**src/rtl/rf_wb_port_arbiter_if.sv**
```systemverilog
// ============================================================================
// Module      : rf_wb_port_arbiter_if
// Description : Bundles the writeback sources, decode operands and the
//               register-file write port seen by rf_wb_port_arbiter.
// Revision    : 1.0 - initial release
// ============================================================================
`default_nettype none

interface rf_wb_port_arbiter_if #(
  parameter int DATA_WIDTH = 32,
  parameter int ADDR_WIDTH = 5,
  parameter int DEPTH      = 4
);
  localparam int CNT_W = $clog2(DEPTH) + 1;

  logic                  i_pipe_we;
  logic [ADDR_WIDTH-1:0] i_pipe_rd;
  logic [DATA_WIDTH-1:0] i_pipe_data;
  logic                  i_mult_valid;
  logic [ADDR_WIDTH-1:0] i_mult_rd;
  logic [DATA_WIDTH-1:0] i_mult_data;
  logic [ADDR_WIDTH-1:0] i_id_rs;
  logic [ADDR_WIDTH-1:0] i_id_rt;
  logic                  o_rf_we;
  logic [ADDR_WIDTH-1:0] o_rf_a3;
  logic [DATA_WIDTH-1:0] o_rf_wd;
  logic                  o_raw_hazard;
  logic                  o_stall_req;
  logic [CNT_W-1:0]      o_count;
  logic                  o_overflow;

  modport master (
    output i_pipe_we, i_pipe_rd, i_pipe_data,
    output i_mult_valid, i_mult_rd, i_mult_data,
    output i_id_rs, i_id_rt,
    input  o_rf_we, o_rf_a3, o_rf_wd, o_raw_hazard, o_stall_req, o_count, o_overflow
  );

  modport slave (
    input  i_pipe_we, i_pipe_rd, i_pipe_data,
    input  i_mult_valid, i_mult_rd, i_mult_data,
    input  i_id_rs, i_id_rt,
    output o_rf_we, o_rf_a3, o_rf_wd, o_raw_hazard, o_stall_req, o_count, o_overflow
  );
endinterface

`default_nettype wire

```
**src/rtl/rf_wb_port_arbiter.sv**
```systemverilog
// ============================================================================
// Module      : rf_wb_port_arbiter
// Description : Shares the register-file write port between pipeline WB and
//               the multiplier, queueing colliding multiplier results in order.
// Revision    : 1.0 - initial release
// ============================================================================
`default_nettype none

module rf_wb_port_arbiter #(
  parameter int DATA_WIDTH   = 32,
  parameter int ADDR_WIDTH   = 5,
  parameter int DEPTH        = 4,
  parameter int STALL_THRESH = 2
) (
  input  wire logic            i_clk,
  input  wire logic            i_rst_n,
  rf_wb_port_arbiter_if.slave  wb
);

  localparam int PTR_W = $clog2(DEPTH);
  localparam int CNT_W = PTR_W + 1;

  logic [DEPTH-1:0]      r_valid;
  logic [ADDR_WIDTH-1:0] r_rd   [DEPTH];
  logic [DATA_WIDTH-1:0] r_data [DEPTH];
  logic [PTR_W-1:0]      r_head;
  logic [PTR_W-1:0]      r_tail;
  logic [CNT_W-1:0]      r_count;
  logic                  r_overflow;

  logic                  w_pipe_w;
  logic                  w_mult_w;
  logic                  w_not_empty;
  logic                  w_full;
  logic                  w_head_valid;
  logic                  w_head_invalid;
  logic                  w_bypass;
  logic                  w_pop;
  logic                  w_enq_req;
  logic                  w_enq;
  logic                  w_drop;
  logic                  w_we;
  logic [ADDR_WIDTH-1:0] w_a3;
  logic [DATA_WIDTH-1:0] w_wd;
  logic                  w_hit_rs;
  logic                  w_hit_rt;

  assign w_pipe_w       = wb.i_pipe_we    && (wb.i_pipe_rd != '0);
  assign w_mult_w       = wb.i_mult_valid && (wb.i_mult_rd != '0);
  assign w_not_empty    = (r_count != '0);
  assign w_full         = (r_count == CNT_W'(DEPTH));
  assign w_head_valid   = w_not_empty &&  r_valid[r_head];
  assign w_head_invalid = w_not_empty && !r_valid[r_head];

  // A killed head is discarded even while the pipeline owns the port.
  assign w_bypass  = !w_pipe_w && !w_not_empty && w_mult_w;
  assign w_pop     = w_head_invalid || (!w_pipe_w && w_head_valid);
  assign w_enq_req = w_mult_w && !w_bypass;
  assign w_enq     = w_enq_req && (!w_full || w_pop);
  assign w_drop    = w_enq_req &&  w_full && !w_pop;

  always_comb begin
    w_we = 1'b0;
    w_a3 = '0;
    w_wd = '0;
    if (w_pipe_w) begin
      w_we = 1'b1;
      w_a3 = wb.i_pipe_rd;
      w_wd = wb.i_pipe_data;
    end else if (w_head_valid) begin
      w_we = 1'b1;
      w_a3 = r_rd[r_head];
      w_wd = r_data[r_head];
    end else if (w_bypass) begin
      w_we = 1'b1;
      w_a3 = wb.i_mult_rd;
      w_wd = wb.i_mult_data;
    end
  end

  always_comb begin
    w_hit_rs = w_enq && (wb.i_mult_rd == wb.i_id_rs);
    w_hit_rt = w_enq && (wb.i_mult_rd == wb.i_id_rt);
    for (int i = 0; i < DEPTH; i++) begin
      if (r_valid[i] && (r_rd[i] == wb.i_id_rs)) w_hit_rs = 1'b1;
      if (r_valid[i] && (r_rd[i] == wb.i_id_rt)) w_hit_rt = 1'b1;
    end
  end

  assign wb.o_rf_we      = w_we;
  assign wb.o_rf_a3      = w_a3;
  assign wb.o_rf_wd      = w_wd;
  assign wb.o_raw_hazard = ((wb.i_id_rs != '0) && w_hit_rs) || ((wb.i_id_rt != '0) && w_hit_rt);
  assign wb.o_stall_req  = (r_count >= CNT_W'(STALL_THRESH));
  assign wb.o_count      = r_count;
  assign wb.o_overflow   = r_overflow;

  // Later assignments win: kill, then pop, then enqueue (tail may equal head when full).
  always_ff @(posedge i_clk or negedge i_rst_n) begin
    if (!i_rst_n) begin
      r_valid    <= '0;
      r_head     <= '0;
      r_tail     <= '0;
      r_count    <= '0;
      r_overflow <= 1'b0;
      for (int i = 0; i < DEPTH; i++) begin
        r_rd[i]   <= '0;
        r_data[i] <= '0;
      end
    end else begin
      if (w_pipe_w) begin
        for (int i = 0; i < DEPTH; i++) begin
          if (r_rd[i] == wb.i_pipe_rd) r_valid[i] <= 1'b0;
        end
      end
      if (w_pop) begin
        r_valid[r_head] <= 1'b0;
        r_head          <= r_head + PTR_W'(1);
      end
      if (w_enq) begin
        r_valid[r_tail] <= 1'b1;
        r_rd[r_tail]    <= wb.i_mult_rd;
        r_data[r_tail]  <= wb.i_mult_data;
        r_tail          <= r_tail + PTR_W'(1);
      end
      r_count <= r_count + CNT_W'(w_enq) - CNT_W'(w_pop);
      if (w_drop) r_overflow <= 1'b1;
    end
  end

endmodule

`default_nettype wire

```
**src/flat_wrapper.sv**
```systemverilog
// flat-port wrapper written by rule: the top's interface ports become plain ports
module rf_wb_port_arbiter_flat 
#(
  parameter int DATA_WIDTH   = 32,
  parameter int ADDR_WIDTH   = 5,
  parameter int DEPTH        = 4,
  parameter int STALL_THRESH = 2
)
  (i_clk, i_rst_n, wb_i_pipe_we, wb_i_pipe_rd, wb_i_pipe_data, wb_i_mult_valid, wb_i_mult_rd, wb_i_mult_data, wb_i_id_rs, wb_i_id_rt, wb_o_rf_we, wb_o_rf_a3, wb_o_rf_wd, wb_o_raw_hazard, wb_o_stall_req, wb_o_count, wb_o_overflow);
  rf_wb_port_arbiter_if #(.DATA_WIDTH(DATA_WIDTH), .ADDR_WIDTH(ADDR_WIDTH), .DEPTH(DEPTH)) wb_i ();
  input  wire logic i_clk;
  input  wire logic i_rst_n;
  input wire logic [$bits(wb_i.i_pipe_we)-1:0] wb_i_pipe_we;
  input wire logic [$bits(wb_i.i_pipe_rd)-1:0] wb_i_pipe_rd;
  input wire logic [$bits(wb_i.i_pipe_data)-1:0] wb_i_pipe_data;
  input wire logic [$bits(wb_i.i_mult_valid)-1:0] wb_i_mult_valid;
  input wire logic [$bits(wb_i.i_mult_rd)-1:0] wb_i_mult_rd;
  input wire logic [$bits(wb_i.i_mult_data)-1:0] wb_i_mult_data;
  input wire logic [$bits(wb_i.i_id_rs)-1:0] wb_i_id_rs;
  input wire logic [$bits(wb_i.i_id_rt)-1:0] wb_i_id_rt;
  output wire logic [$bits(wb_i.o_rf_we)-1:0] wb_o_rf_we;
  output wire logic [$bits(wb_i.o_rf_a3)-1:0] wb_o_rf_a3;
  output wire logic [$bits(wb_i.o_rf_wd)-1:0] wb_o_rf_wd;
  output wire logic [$bits(wb_i.o_raw_hazard)-1:0] wb_o_raw_hazard;
  output wire logic [$bits(wb_i.o_stall_req)-1:0] wb_o_stall_req;
  output wire logic [$bits(wb_i.o_count)-1:0] wb_o_count;
  output wire logic [$bits(wb_i.o_overflow)-1:0] wb_o_overflow;
  assign wb_i.i_pipe_we = wb_i_pipe_we;
  assign wb_i.i_pipe_rd = wb_i_pipe_rd;
  assign wb_i.i_pipe_data = wb_i_pipe_data;
  assign wb_i.i_mult_valid = wb_i_mult_valid;
  assign wb_i.i_mult_rd = wb_i_mult_rd;
  assign wb_i.i_mult_data = wb_i_mult_data;
  assign wb_i.i_id_rs = wb_i_id_rs;
  assign wb_i.i_id_rt = wb_i_id_rt;
  assign wb_o_rf_we = wb_i.o_rf_we;
  assign wb_o_rf_a3 = wb_i.o_rf_a3;
  assign wb_o_rf_wd = wb_i.o_rf_wd;
  assign wb_o_raw_hazard = wb_i.o_raw_hazard;
  assign wb_o_stall_req = wb_i.o_stall_req;
  assign wb_o_count = wb_i.o_count;
  assign wb_o_overflow = wb_i.o_overflow;
  rf_wb_port_arbiter #(.DATA_WIDTH(DATA_WIDTH), .ADDR_WIDTH(ADDR_WIDTH), .DEPTH(DEPTH), .STALL_THRESH(STALL_THRESH)) u_core (.i_clk(i_clk), .i_rst_n(i_rst_n), .wb(wb_i));
endmodule
```
**config.mk**
```make
export PLATFORM = sky130hd
export DESIGN_NAME = rf_wb_port_arbiter_flat
export DESIGN_NICKNAME = d
export VERILOG_FILES = /design/src/rtl/rf_wb_port_arbiter_if.sv /design/src/rtl/rf_wb_port_arbiter.sv /design/src/flat_wrapper.sv
export SDC_FILE = /design/constraint.sdc
export NUM_CORES = 1
export LEC_CHECK = 0
export ABC_CLOCK_PERIOD_IN_PS = 2750
export CAP_MARGIN = 10
export CORE_MARGIN = 5
export CORE_UTILIZATION = 30
export CTS_CLUSTER_DIAMETER = 200
export DETAILED_ROUTE_END_ITERATION = 10
export PLACE_DENSITY = 0.47
export SYNTH_ARGS = -nofsm -noshare
export SYNTH_HDL_FRONTEND = slang
export SYNTH_SLANG_ARGS = --single-unit
```
**constraint.sdc**
```tcl
create_clock -name i_clk -period 2.75 [get_ports i_clk]
set_input_delay 0.4125 -clock i_clk [delete_from_list [all_inputs] [get_ports i_clk]]
set_output_delay 0.4125 -clock i_clk [all_outputs]
set_load 0.02 [all_outputs]
```
# Yosys cells after proc, flatten, opt, wreduce, memory -nomap -nowiden
# Index checks and enable logic that the tools add are counted.
# totals
register_bits	160
inputBits	88
output_inout_bits	44
# classes
add_sub_neg	4
magnitude_cmp	8
eq_ne	15
mux	42
bitwise	5
reduce_logical	40
# ops
op	n
two-way mux 32 bit	6
bitwise mux 128 bit	1
== test 5 bit	14
binary-select mux 32 bit (select 2 bit)	1
demux 32 bit (select 2 bit)	1
two-way mux 5 bit	6
logical AND 1 bit	26
bitwise mux 20 bit	1
nonzero test 5 bit	4
two-way mux 1 bit	18
two-way mux 4 bit	3
binary-select mux 5 bit (select 2 bit)	1
demux 5 bit (select 2 bit)	1
>= comparator 3 bit, second input constant	2
logical NOT 1 bit	6
less-than comparator 2 x 3 -> 1 bit, second input constant	2
inverter 2 -> 3 bit	2
adder 2 x 1 -> 2 bit, second input constant	2
AND 4 bit	1
demux 1 bit (select 2 bit)	2
>= comparator 2 x 1 -> 1 bit, second input constant	2
inverter 4 bit	1
bitwise OR 4 bit	1
adder 3 x 1 -> 3 bit	1
other kinds (7)	9

# Logic depth before layout (Yosys ltp)
# Gate-level depths: netlist of the first run.
# depth
word_depth	15
depth_mapped	9
depth_no_buf	8

# Worst setup path after synthesis of the first run
# Ideal clock, no wire load.
# synth_path
path_kind	input -> output
from	in wb_i_pipe_rd[1]
to	out wb_o_raw_hazard
arrival_time_ps	2641
required_time_ps	2338
setup_slack_ps	-304
cell_stages	8
n_path_buf	2
path_cell_list	buf_2 > or4_1 > o211a_1 > mux2_2 > a21oi_4 > buf_2 > a41oi_1 > o22ai_1
# synth_between
elab_chain_len	15
# synth_lines
item	line	rtl
start: declaration	flat_wrapper.sv:14	input wire logic [$bits(wb_i.i_pipe_rd)-1:0] wb_i_pipe_rd;
nonzero test 5 bit (*)	rf_wb_port_arbiter.sv:48	assign w_pipe_w = wb.i_pipe_we && (wb.i_pipe_rd != '0);
logical AND 1 bit (*)	rf_wb_port_arbiter.sv:48	
logical NOT 1 bit (*)	rf_wb_port_arbiter.sv:56, rf_wb_port_arbiter.sv:57	
logical AND 1 bit (2 in series)	rf_wb_port_arbiter.sv:56	assign w_bypass = !w_pipe_w && !w_not_empty && w_mult_w;
logical NOT 1 bit	rf_wb_port_arbiter.sv:58	assign w_enq_req = w_mult_w && !w_bypass;
logical AND 1 bit	rf_wb_port_arbiter.sv:58	
logical AND 1 bit (*)	rf_wb_port_arbiter.sv:59	assign w_enq = w_enq_req && (!w_full || w_pop);
logical AND 1 bit (on tied branches)	rf_wb_port_arbiter.sv:82, rf_wb_port_arbiter.sv:83	
two-way mux 1 bit (on tied branches) (4 in series)	rf_wb_port_arbiter.sv:85, rf_wb_port_arbiter.sv:86	
logical AND 1 bit	rf_wb_port_arbiter.sv:93	assign wb.o_raw_hazard = ((wb.i_id_rs != '0) && w_hit_rs) || ((wb.i_id_rt != '0) && w_hit_rt);
logical OR 1 bit (*)	rf_wb_port_arbiter.sv:93	
end: declaration	flat_wrapper.sv:24	output wire logic [$bits(wb_i.o_raw_hazard)-1:0] wb_o_raw_hazard;
# Every way passes the cells marked *; elsewhere a longest branch is shown, timed or not.

# Final worst setup path of the first run
# layout_path
from	reg u_core.r_head[0]
to	out wb_o_rf_a3[3]
# layout_between
elab_chain_len	6
# layout_lines
item	line	rtl
start: declaration	rf_wb_port_arbiter.sv:26	logic [PTR_W-1:0] r_head;
start signal: assignment	rf_wb_port_arbiter.sv:118	r_head <= r_head + PTR_W'(1);
inverter 2 -> 3 bit (not written as such)	rf_wb_port_arbiter.sv:72	w_a3 = r_rd[r_head];
binary-select mux 5 bit (select 2 bit)	rf_wb_port_arbiter.sv:72	
two-way mux 5 bit (not written as such) (2 in series)	rf_wb_port_arbiter.sv:72	
two-way mux 5 bit (*)	rf_wb_port_arbiter.sv:70	end else if (w_head_valid) begin
two-way mux 5 bit (*)	rf_wb_port_arbiter.sv:66	if (w_pipe_w) begin
end: declaration	flat_wrapper.sv:22	output wire logic [$bits(wb_i.o_rf_a3)-1:0] wb_o_rf_a3;
# Every way passes the cells marked *; elsewhere a longest branch is shown, timed or not. The select of a mux whose other input is x is not followed.

==> impl_metrics.ini, run 1 <==
[floorplanning]
rows = 62
core-area_sq_um = 28860
die_h_um = 181.6
die_area_sq_um = 32970
die_x_um = 181.6
start_util = 0.3060
num_io_pins = 132

[sta]
setup-violations-final = 29
worst_slack_ns = -0.05751
final.period_utilization = 1.021
rsz0062_at_grt = true
slew_viol_final = 0
fmax_mhz = 356.2
worst_pin_slew_ns = 0.4435
hold_viol = 0
worst_clock_skew_ns = 0.01791
period_needed_ns = 2.808
slew_headroom = 0.7043

[grt]
grt_pass1_wl_mm = 41.18
grt.overflow.total = 0
antenna_found_initial = 0
grt_pass1_vias = 7065
track_usage = 0.1578
grt_max_degree = 72

[setup_path]
worstPathRequired_ns = 2.34
crit_type = reg -> out
r2r-start = u_core.r_head[0]$_DFFE_PN0N_
crit_start = u_core.r_head[0]$_DFFE_PN0N_
worst-path-max-fanout = 13
end_kind = output port
cp.arrival_ns = 2.40
cp-start-kind = flop

[yosys]
yosysTopAreaCell = dfrtp_1
syn_inst = 676
syn_area_sq_um = 8831
yosysSeqAreaShare = 0.4534
ys_types = 34
synth_seq_cells = 160
avgSynthCellArea_sq_um = 13.06
ys_warn_count = 0
yosys.area.top_type_share = 0.4534
synth.area.top_cells = dfrtp_1 (45%), mux2_2 (14%), mux4_2 (9.7%)
syn_nets = 776

[clocking]
cts.path.max_buffers = 2
clkLatencyLatePin_ns = 0.43
cts_sinks = 160
clk_pin_slew_ns = 0.07
clockRootBuffer = clkbuf_16
numCtsBuffers = 17
cts_htree_levels = 4
cts_tree = done

[placement]
dp_hpwl_mm = 18.25
place_area_sq_um = 11280
portBuffers = 131
gp_congestion = 0.8693
place_inst = 1217

[finish]
final_area_sq_um = 12240
final_cells = 1271
nFillCells = 2729
layout_common_cells = dfrtp_1 (158), mux2_2 (106), buf_4 (84)
syn_to_final_growth_pct = 38.64
diodes = 0
final_common_cell = dfrtp_1
seq_area_sq_um = 4006
nNetsFinal = 974
drive_gt1_frac = 0.4713
multi_input_area_sq_um = 4766

[route]
first_iter_violations = 247
drc = 0
wirelength_mm = 26.22
vias_per_cell = 4.951
detail_route.wl_per_cell_um = 20.63
firstDrtPassIters = 4
via_count = 6293
antenna_left = 0

[power]
p_leak_uw = 0.005215
powerDensity_nw_per_um2 = 1175
peakVddDrop_mv = 0.4311

[outcome]
status = complete, but fails checks
violations = negative setup slack

[worst_hold_path]
hold_path_class = in -> reg
hp-start = wb_i_mult_rd[1]

[run]
maxCapViolCount = 0
==> per-layer routing <==
metal,part of all wire,GRT usage
met3,0.036,0.03201
met2,0.50,0.2673
met5,0,0
met1,0.45,0.2080
met4,0.012,0.03873
==> critical path, stage by stage (launching register included) <==
cell and delay (ns):
dfrtp_2 0.38, mux4_2 0.53, buf_4 0.15, a21boi_4 0.16
buf_4 0.16, buf_12 0.14, a22oi_2 0.19, a21oi_2 0.08
buf_2 0.16
==> sequential cells by signal (all words and copies together), names as in the netlist <==
| signal | count |
|---|---|
| u_core.r_data | 128 |
| u_core.r_rd | 20 |
| u_core.r_valid | 4 |
| u_core.wb.o_count | 3 |
| u_core.r_head | 2 |
| u_core.r_tail | 2 |
| u_core.wb.o_overflow | 1 |
==> kinds of logic (layout without fill, tap and decap cells) <==
logic type                 Yosys count  after routing  synth area share
adders and majority gates           12             12           0.01785
xor gates and xnor gates            73             73           0.07240
AOI/OAI and AO/OA                   91             91           0.06787
muxes                              187            187            0.3005
buffers and inverters               67            278           0.03995
and+or+nand+nor                     86             86           0.04803
DFF                                160            160            0.4534
==> final timing paths <==
kind / endpoint / depth (start not counted) / slack [ns]
max: wb_o_rf_a3[3] / 8 / -0.06
min: u_core.r_rd[11]$_DFFE_PN0P_ / 3 / 0.46
max reg2reg: u_core.r_data[124]$_DFFE_PN0P_ / 8 / 0.19
min reg2reg: u_core.r_data[62]$_DFFE_PN0P_ / 1 / 0.49
max in group asynchronous: u_core.r_data[50]$_DFFE_PN0P_ / 3 / 1.51
min in group asynchronous: u_core.r_data[54]$_DFFE_PN0P_ / 2 / 0.47
==> synthesized netlist by cell type, drive strengths merged <==
cell,count
dfrtp,160
mux2,149
xor2,49
nor2,41
a21oi,40
mux4,38
a22oi,37
clkbuf,35
xnor2,24
buf,22
nand3,13
nor4,13
ha,11
nand2,11
inv,10
a32o,4
o21ai,4
or4,4
nand4,2
nor3,2
a21boi,1
a41o,1
a41oi,1
fa,1
o211a,1
o22ai,1
o31ai,1
==> metrics by stage <==
step | power (uW) | setup WS (ns) | setup TNS, ns | util | hold slack (ns)
global placement | 11470 | -0.7029 | -78.37 | 0.3909 | 0.3549
CTS | 14270 | -0.08113 | -1.161 | 0.4172 | 0.4730
detailed placement | 11700 | -0.7510 | -85.28 | 0.3909 | 0.3638
global route | 15310 | -0.1466 | -3.547 | 0.4243 | 0.4487
floorplan | 8908 | -0.09206 | -0.1379 | - | 0.1169
finish | 14390 | -0.05751 | -0.5418 | 0.4243 | 0.4563
==> area by class of cell <==
cell class | count | area share
Tap cell | 384 | 0.03924
Timing Repair Buffer | 236 | 0.1949
Multi-Input combinational cell | 449 | 0.3893
Sequential cell | 160 | 0.3272
Inverter | 10 | 0.003066
Clock buffer | 17 | 0.03475
Clock inverter | 15 | 0.01155
==> power breakdown <==
group	switching, uW	internal [uW]	total [uW]
logic	3290	4310	7600
clock network	1080	1200	2290
registers	918	3580	4500
total	5290	9090	14400
==> what timing repair did <==
action,4_1_cts,5_1_grt
gates resized for setup,209,41
hold buffers,1,0
endpoints found under the setup margin,42,38
hold endpoints to repair,42,0
gates cloned,2,3
setup buffers,14,3
pin swaps,10,13
Power figures use the tool's default switching activity.
==> run 2: changes to the inputs <==
--- a/config.mk
+++ b/config.mk
@@ -11,7 +11,7 @@
 export CORE_UTILIZATION = 30
 export CTS_CLUSTER_DIAMETER = 200
 export DETAILED_ROUTE_END_ITERATION = 10
-export PLACE_DENSITY = 0.47
+export PLACE_DENSITY = 0.6
 export SYNTH_ARGS = -nofsm -noshare
 export SYNTH_HDL_FRONTEND = slang
 export SYNTH_SLANG_ARGS = --single-unit
==> run 2 against run 1 <==
  * The run still ends with negative setup slack left
  * Largest cell class unchanged
  * Via count down 1.4%
  * Combinational power is 5.4% higher
  * Critical endpoint is now wb_o_raw_hazard
  * Sequential share of layout area fell by 0.18 points
  * Cell count fell by 1.5%
  * Fmax shrank 2.2%
  * First-iteration DRC count grew 30%
  * Clock-buffer cell count unchanged
==> impl_metrics.ini, run 2 (same netlist as run 1, synthesis figures left out) <==
[sta]
slew_headroom = 0.5583
slew_viol_final = 0
worst_slack_ns = -0.1192
worst_pin_slew_ns = 0.6626
fmax_mhz = 348.5
period_needed_ns = 2.869
final.period_utilization = 1.043
setup-violations-final = 18
whs_ns = 0.4880
hold_viol = 0
worst_clock_skew_ns = 0.01174
rsz0062_at_grt = true

[placement]
portBuffers = 131
dp_slack_ns = -0.8468
dp_hpwl_mm = 16.30
gp_congestion = 0.9044

[floorplanning]
num_io_pins = 132
die_area_sq_um = 32970
rows = 62
die_h_um = 181.6
start_util = 0.3060
core-area_sq_um = 28860
die_x_um = 181.6

[setup_path]
end_kind = output port
crit_type = in -> out
r2r-start = u_core.r_head[0]$_DFFE_PN0N_
r2r_end = u_core.wb.o_count[1]$_DFF_PN0_
endpoint = wb_o_raw_hazard
worstPathCellList = clkdlybuf4s50_1 > or4_4 > o211a_1 > mux2_4 > a21oi_4 > a41oi_2 > o22ai_2 > buf_6
slowest_stage = or4_4
r2r_slack_ns = 0.14
critical_path_buf_inv_count = 2
cp-start-kind = primary input
crit_cells = 8
ff2ff_path_depth = 7
crit_start = wb_i_pipe_rd[2]
worstPathRequired_ns = 2.34
worst-path-max-fanout = 3
cp.arrival_ns = 2.46
crit_family = compound AO/OA/AOI/OAI gates
max_stage_delay_ns = 0.45

[grt]
grt_max_degree = 68
antenna_found_initial = 1
grt.met2_usage = 0.2451
grt.overflow.total = 0
grtUsageMet1 = 0.1943
busiest_layer = met2
grt_pass1_vias = 6574
grt_pass1_wl_mm = 38.27
track_usage = 0.1457
use_met3 = 0.03041

[clocking]
cts_tree = done
cts_sinks = 160
clk_pin_slew_ns = 0.07
numCtsBuffers = 17
cts.path.max_buffers = 2
clockRootBuffer = clkbuf_16
cts_htree_levels = 4
clkLatencyLatePin_ns = 0.43

[route]
firstDrtPassIters = 4
antenna_left = 0
via_count = 6206
wirelength_mm = 24.78
drc = 0
detail_route.wl_per_cell_um = 19.79
vias_per_cell = 4.957
first_iter_violations = 320

[run]
maxCapViolCount = 0

[power]
finalPower_uw = 14870
powerDensity_nw_per_um2 = 1208
peakVddDrop_mv = 0.5624
p_leak_uw = 0.005162

[finish]
fin_util = 0.4266
multi_input_area_sq_um = 4841
top_register = u_core.r_data
largestRegisters = u_core.r_data x128, u_core.r_rd x20, u_core.r_valid x4
drive_gt1_frac = 0.4770
nNetsFinal = 955
nFillCells = 2710
final_common_cell = dfrtp_1
seq_area_sq_um = 4006
syn_to_final_growth_pct = 39.40
layout_common_cells = dfrtp_1 (158), mux2_2 (106), clkdlybuf4s50_1 (84)
diodes = 0
largest_reg_flops = 128

[worst_hold_path]
hold_path_class = reg -> reg

[outcome]
status = complete, but fails checks
violations = negative setup slack
-- run 2: changes by cell type in the layout (fill, tap and decap cells not counted), moves of 10 or more --
| cell | before | now |
|---|---|---|
| a21oi_2 | 16 | 26 |
| a21oi_1 | 23 | 13 |
| buf_2 | 20 | 1 |
| buf_6 | 11 | 24 |
| buf_4 | 84 | 70 |
-- run 2: repair_timing --
item | CTS | global route
pin swaps | 18 | 68
hold buffers | 1 | 0
hold endpoints to repair | 6 | 0
gates cloned | 3 | 3
buffers inserted | 9 | 5
gates resized for setup | 225 | 70
endpoints found under the setup margin | 183 | 40
-- run 2: power breakdown --
group          switching (uW)  leakage (uW)  internal (uW)
sequential                874       0.00190           3580
combinational            3430       0.00298           4580
clock                    1040      0.000284           1370
-- run 2: worst min-delay path by stage --
stage | startpoint | endpoint | slack [ns] | cells past startpoint
2_1_floorplan | i_rst_n | u_core.r_data[0]$_DFFE_PN0P_ | 0.12 | 0
3_3_place_gp | i_rst_n | u_core.r_data[52]$_DFFE_PN0P_ | 0.46 | 1
3_5_place_dp | i_rst_n | u_core.r_data[52]$_DFFE_PN0P_ | 0.46 | 1
4_1_cts | u_core.r_data[97]$_DFFE_PN0P_ | u_core.r_data[97]$_DFFE_PN0P_ | 0.49 | 1
5_1_grt | u_core.wb.o_overflow$_DFFE_PN0P_ | u_core.wb.o_overflow$_DFFE_PN0P_ | 0.51 | 1
6_report | u_core.wb.o_overflow$_DFFE_PN0P_ | u_core.wb.o_overflow$_DFFE_PN0P_ | 0.49 | 1
-- run 2: area by class of cell --
| class | count | share of cell area |
|---|---|---|
| multi-input cells | 449 | 0.3932 |
| well taps | 384 | 0.03903 |
| inverters | 10 | 0.003049 |
| flip-flops and latches | 160 | 0.3254 |
| clock inverters | 15 | 0.01403 |
| clock buffers | 17 | 0.03456 |
| repair buffers | 217 | 0.1907 |
-- run 2: routing by layer --
metal	wire [um]	share of wire
met4	314	0.013
met3	1133	0.046
met2	12170	0.49
met1	11160	0.45
met5	7	0.00028
-- run 2: through the flow --
stage,cell area (sq um),TNS [ns],cells
final,12310,-0.6677,1252
after global routing,12310,-2.872,1252
after CTS,11980,-0.7027,1245
after detailed placement,11130,-96.46,1200
after global placement,11130,-89.15,1200
after floorplan,8915,-0.1379,676
==> run 3: changes to the inputs <==
--- a/config.mk
+++ b/config.mk
@@ -7,7 +7,7 @@
 export LEC_CHECK = 0
 export ABC_CLOCK_PERIOD_IN_PS = 2750
 export CAP_MARGIN = 10
-export CORE_MARGIN = 5
+export CORE_MARGIN = 3
 export CORE_UTILIZATION = 30
 export CTS_CLUSTER_DIAMETER = 200
 export DETAILED_ROUTE_END_ITERATION = 10
==> run 3 against run 2 <==
  * The flow still finishes with violations (negative setup slack)
  * Core utilization is 0.32 points higher
  * Critical path depth is 2 higher
  * Global-route usage is 1.2 points higher
  * Setup slack worse by 0.052 ns
  * Sequential power hardly changed
  * Hold slack worse by 0.012 ns
  * Clock power is 2% lower
  * Critical endpoint is now wb_o_rf_wd[25]
  * Largest cell class unchanged
  * Largest power group unchanged
  * Highest routed layer is now met4
==> impl_metrics.ini, run 3 (same netlist as run 1, synthesis figures left out) <==
[outcome]
status = complete, but fails checks
violations = negative setup slack

[setup_path]
worstPathCellList = mux4_2 > buf_4 > buf_6 > a21boi_4 > buf_12 > buf_12 > buf_12 > a22oi_2 > a21oi_2 > buf_4
r2r_end = u_core.wb.o_count[1]$_DFF_PN0_
max_stage_delay_ns = 0.50
end_kind = output port
ff2ff_path_depth = 8
cp-start-kind = flop
cp.arrival_ns = 2.51
r2r-start = u_core.r_head[0]$_DFFE_PN0N_
worstPathRequired_ns = 2.34
critical_path_buf_inv_count = 6
slowest_stage = mux4_2
crit_type = reg -> out
crit_family = buffers and inverters
r2r_slack_ns = 0.08
worst-path-max-fanout = 5
crit_path_frequent_cell = buf_12

[floorplanning]
die_x_um = 177.6
die_h_um = 177.6
die_area_sq_um = 31530
core-area_sq_um = 28860
num_io_pins = 132
rows = 62
start_util = 0.3060

[route]
vias_per_cell = 4.910
antenna_left = 0
via_count = 6221
drc = 0
detail_route.wl_per_cell_um = 19.73
first_iter_violations = 283
firstDrtPassIters = 4
wirelength_mm = 25.00

[sta]
final.period_utilization = 1.062
worst_pin_slew_ns = 0.4895
fmax_mhz = 342.3
period_needed_ns = 2.922
worst_clock_skew_ns = 0.01383
setup-violations-final = 35
rsz0062_at_grt = true
slew_viol_final = 0
slew_headroom = 0.6712
worst_slack_ns = -0.1716
tns_ns = -2.676
hold_viol = 0

[finish]
fin_util = 0.4298
syn_to_final_growth_pct = 40.44
largestRegisters = u_core.r_data x128, u_core.r_rd x20, u_core.r_valid x4
layout_common_cells = dfrtp_1 (158), mux2_2 (106), buf_4 (86)
final_common_cell = dfrtp_1
final_area_sq_um = 12400
largest_reg_flops = 128
drive_gt1_frac = 0.4790
top_register = u_core.r_data
nNetsFinal = 970
nFillCells = 2715
diodes = 0

[grt]
grt_max_degree = 52
track_usage = 0.1574
grt_pass1_wl_mm = 38.00
antenna_found_initial = 0
grt_pass1_vias = 6543
grt.overflow.total = 0

[worst_hold_path]
hp-start = u_core.wb.o_overflow$_DFFE_PN0P_
holdPathStages = 1
hold_path_class = reg -> reg
whs_endpoint = u_core.wb.o_overflow$_DFFE_PN0P_

[clocking]
numCtsBuffers = 17
cts_tree = done
clk_pin_slew_ns = 0.06
cts_htree_levels = 4
cts.path.max_buffers = 2
clkLatencyLatePin_ns = 0.43
clockRootBuffer = clkbuf_16
cts_sinks = 160

[run]
maxCapViolCount = 0

[power]
finalPower_uw = 14870
peakVddDrop_mv = 0.4627
p_leak_uw = 0.005227
powerDensity_nw_per_um2 = 1199

[placement]
dp_hpwl_mm = 16.09
gp_congestion = 0.9063
portBuffers = 131
dp_slack_ns = -0.7978
place_area_sq_um = 11210
-- run 3: how the worst max path moves through the flow --
stage / start / slack [ns] / to / cells after the start
6_report: u_core.r_head[0]$_DFFE_PN0N_ / -0.17 / wb_o_rf_wd[25] / 10
5_1_grt: u_core.r_head[0]$_DFFE_PN0N_ / -0.28 / wb_o_raw_hazard / 8
2_1_floorplan: wb_i_pipe_rd[1] / -0.09 / wb_o_raw_hazard / 8
3_3_place_gp: wb_i_pipe_rd[1] / -0.79 / wb_o_raw_hazard / 8
4_1_cts: u_core.r_head[0]$_DFFE_PN0N_ / -0.17 / wb_o_raw_hazard / 8
3_5_place_dp: wb_i_pipe_rd[1] / -0.80 / wb_o_raw_hazard / 8
-- run 3: routing by layer --
metal / wire [um] / track usage / up-vias
met5: 0 / 0 / -
met4: 311 / 0.03469 / 0
met3: 1048 / 0.03295 / 12
met2: 12270 / 0.2625 / 146
met1: 11370 / 0.2114 / 3202
li1: - / - / 2861
-- run 3: area by class of cell --
cell class / instances / area (sq um) / share of cell area
repair buffers: 232 / 2492 / 0.2010
inverters: 10 / 37.54 / 0.003027
clock buffers: 18 / 439.2 / 0.03541
clock inverters: 14 / 143.9 / 0.01160
well taps: 384 / 480.5 / 0.03874
flip-flops and latches: 160 / 4006 / 0.3230
multi-input cells: 449 / 4802 / 0.3872
-- run 3: stage by stage --
| stage | std cells | hold slack, ns |
|---|---|---|
| after detailed placement | 1210 | 0.3988 |
| after global routing | 1267 | 0.5098 |
| after global placement | 1210 | 0.3924 |
| final | 1267 | 0.4763 |
| after floorplan | 676 | 0.1169 |
| after CTS | 1259 | 0.4858 |
-- run 3: what timing repair did --
item / 4_1_cts / 5_1_grt
hold buffers: 1 / 0
endpoints found under the setup margin: 55 / 38
hold endpoints to repair: 47 / 0
gates resized for setup: 241 / 48
cloned: 6 / 3
setup buffers: 11 / 6
pin swaps: 30 / 27
-- run 3: where the power goes --
group / switching (uW) / total (uW) / internal, uW / leakage, uW
clock network: 1050 / 2350 / 1300 / 0.000275
logic: 3430 / 8100 / 4670 / 0.00305
registers: 852 / 4430 / 3580 / 0.00190
total: 5320 / 14900 / 9550 / 0.00523
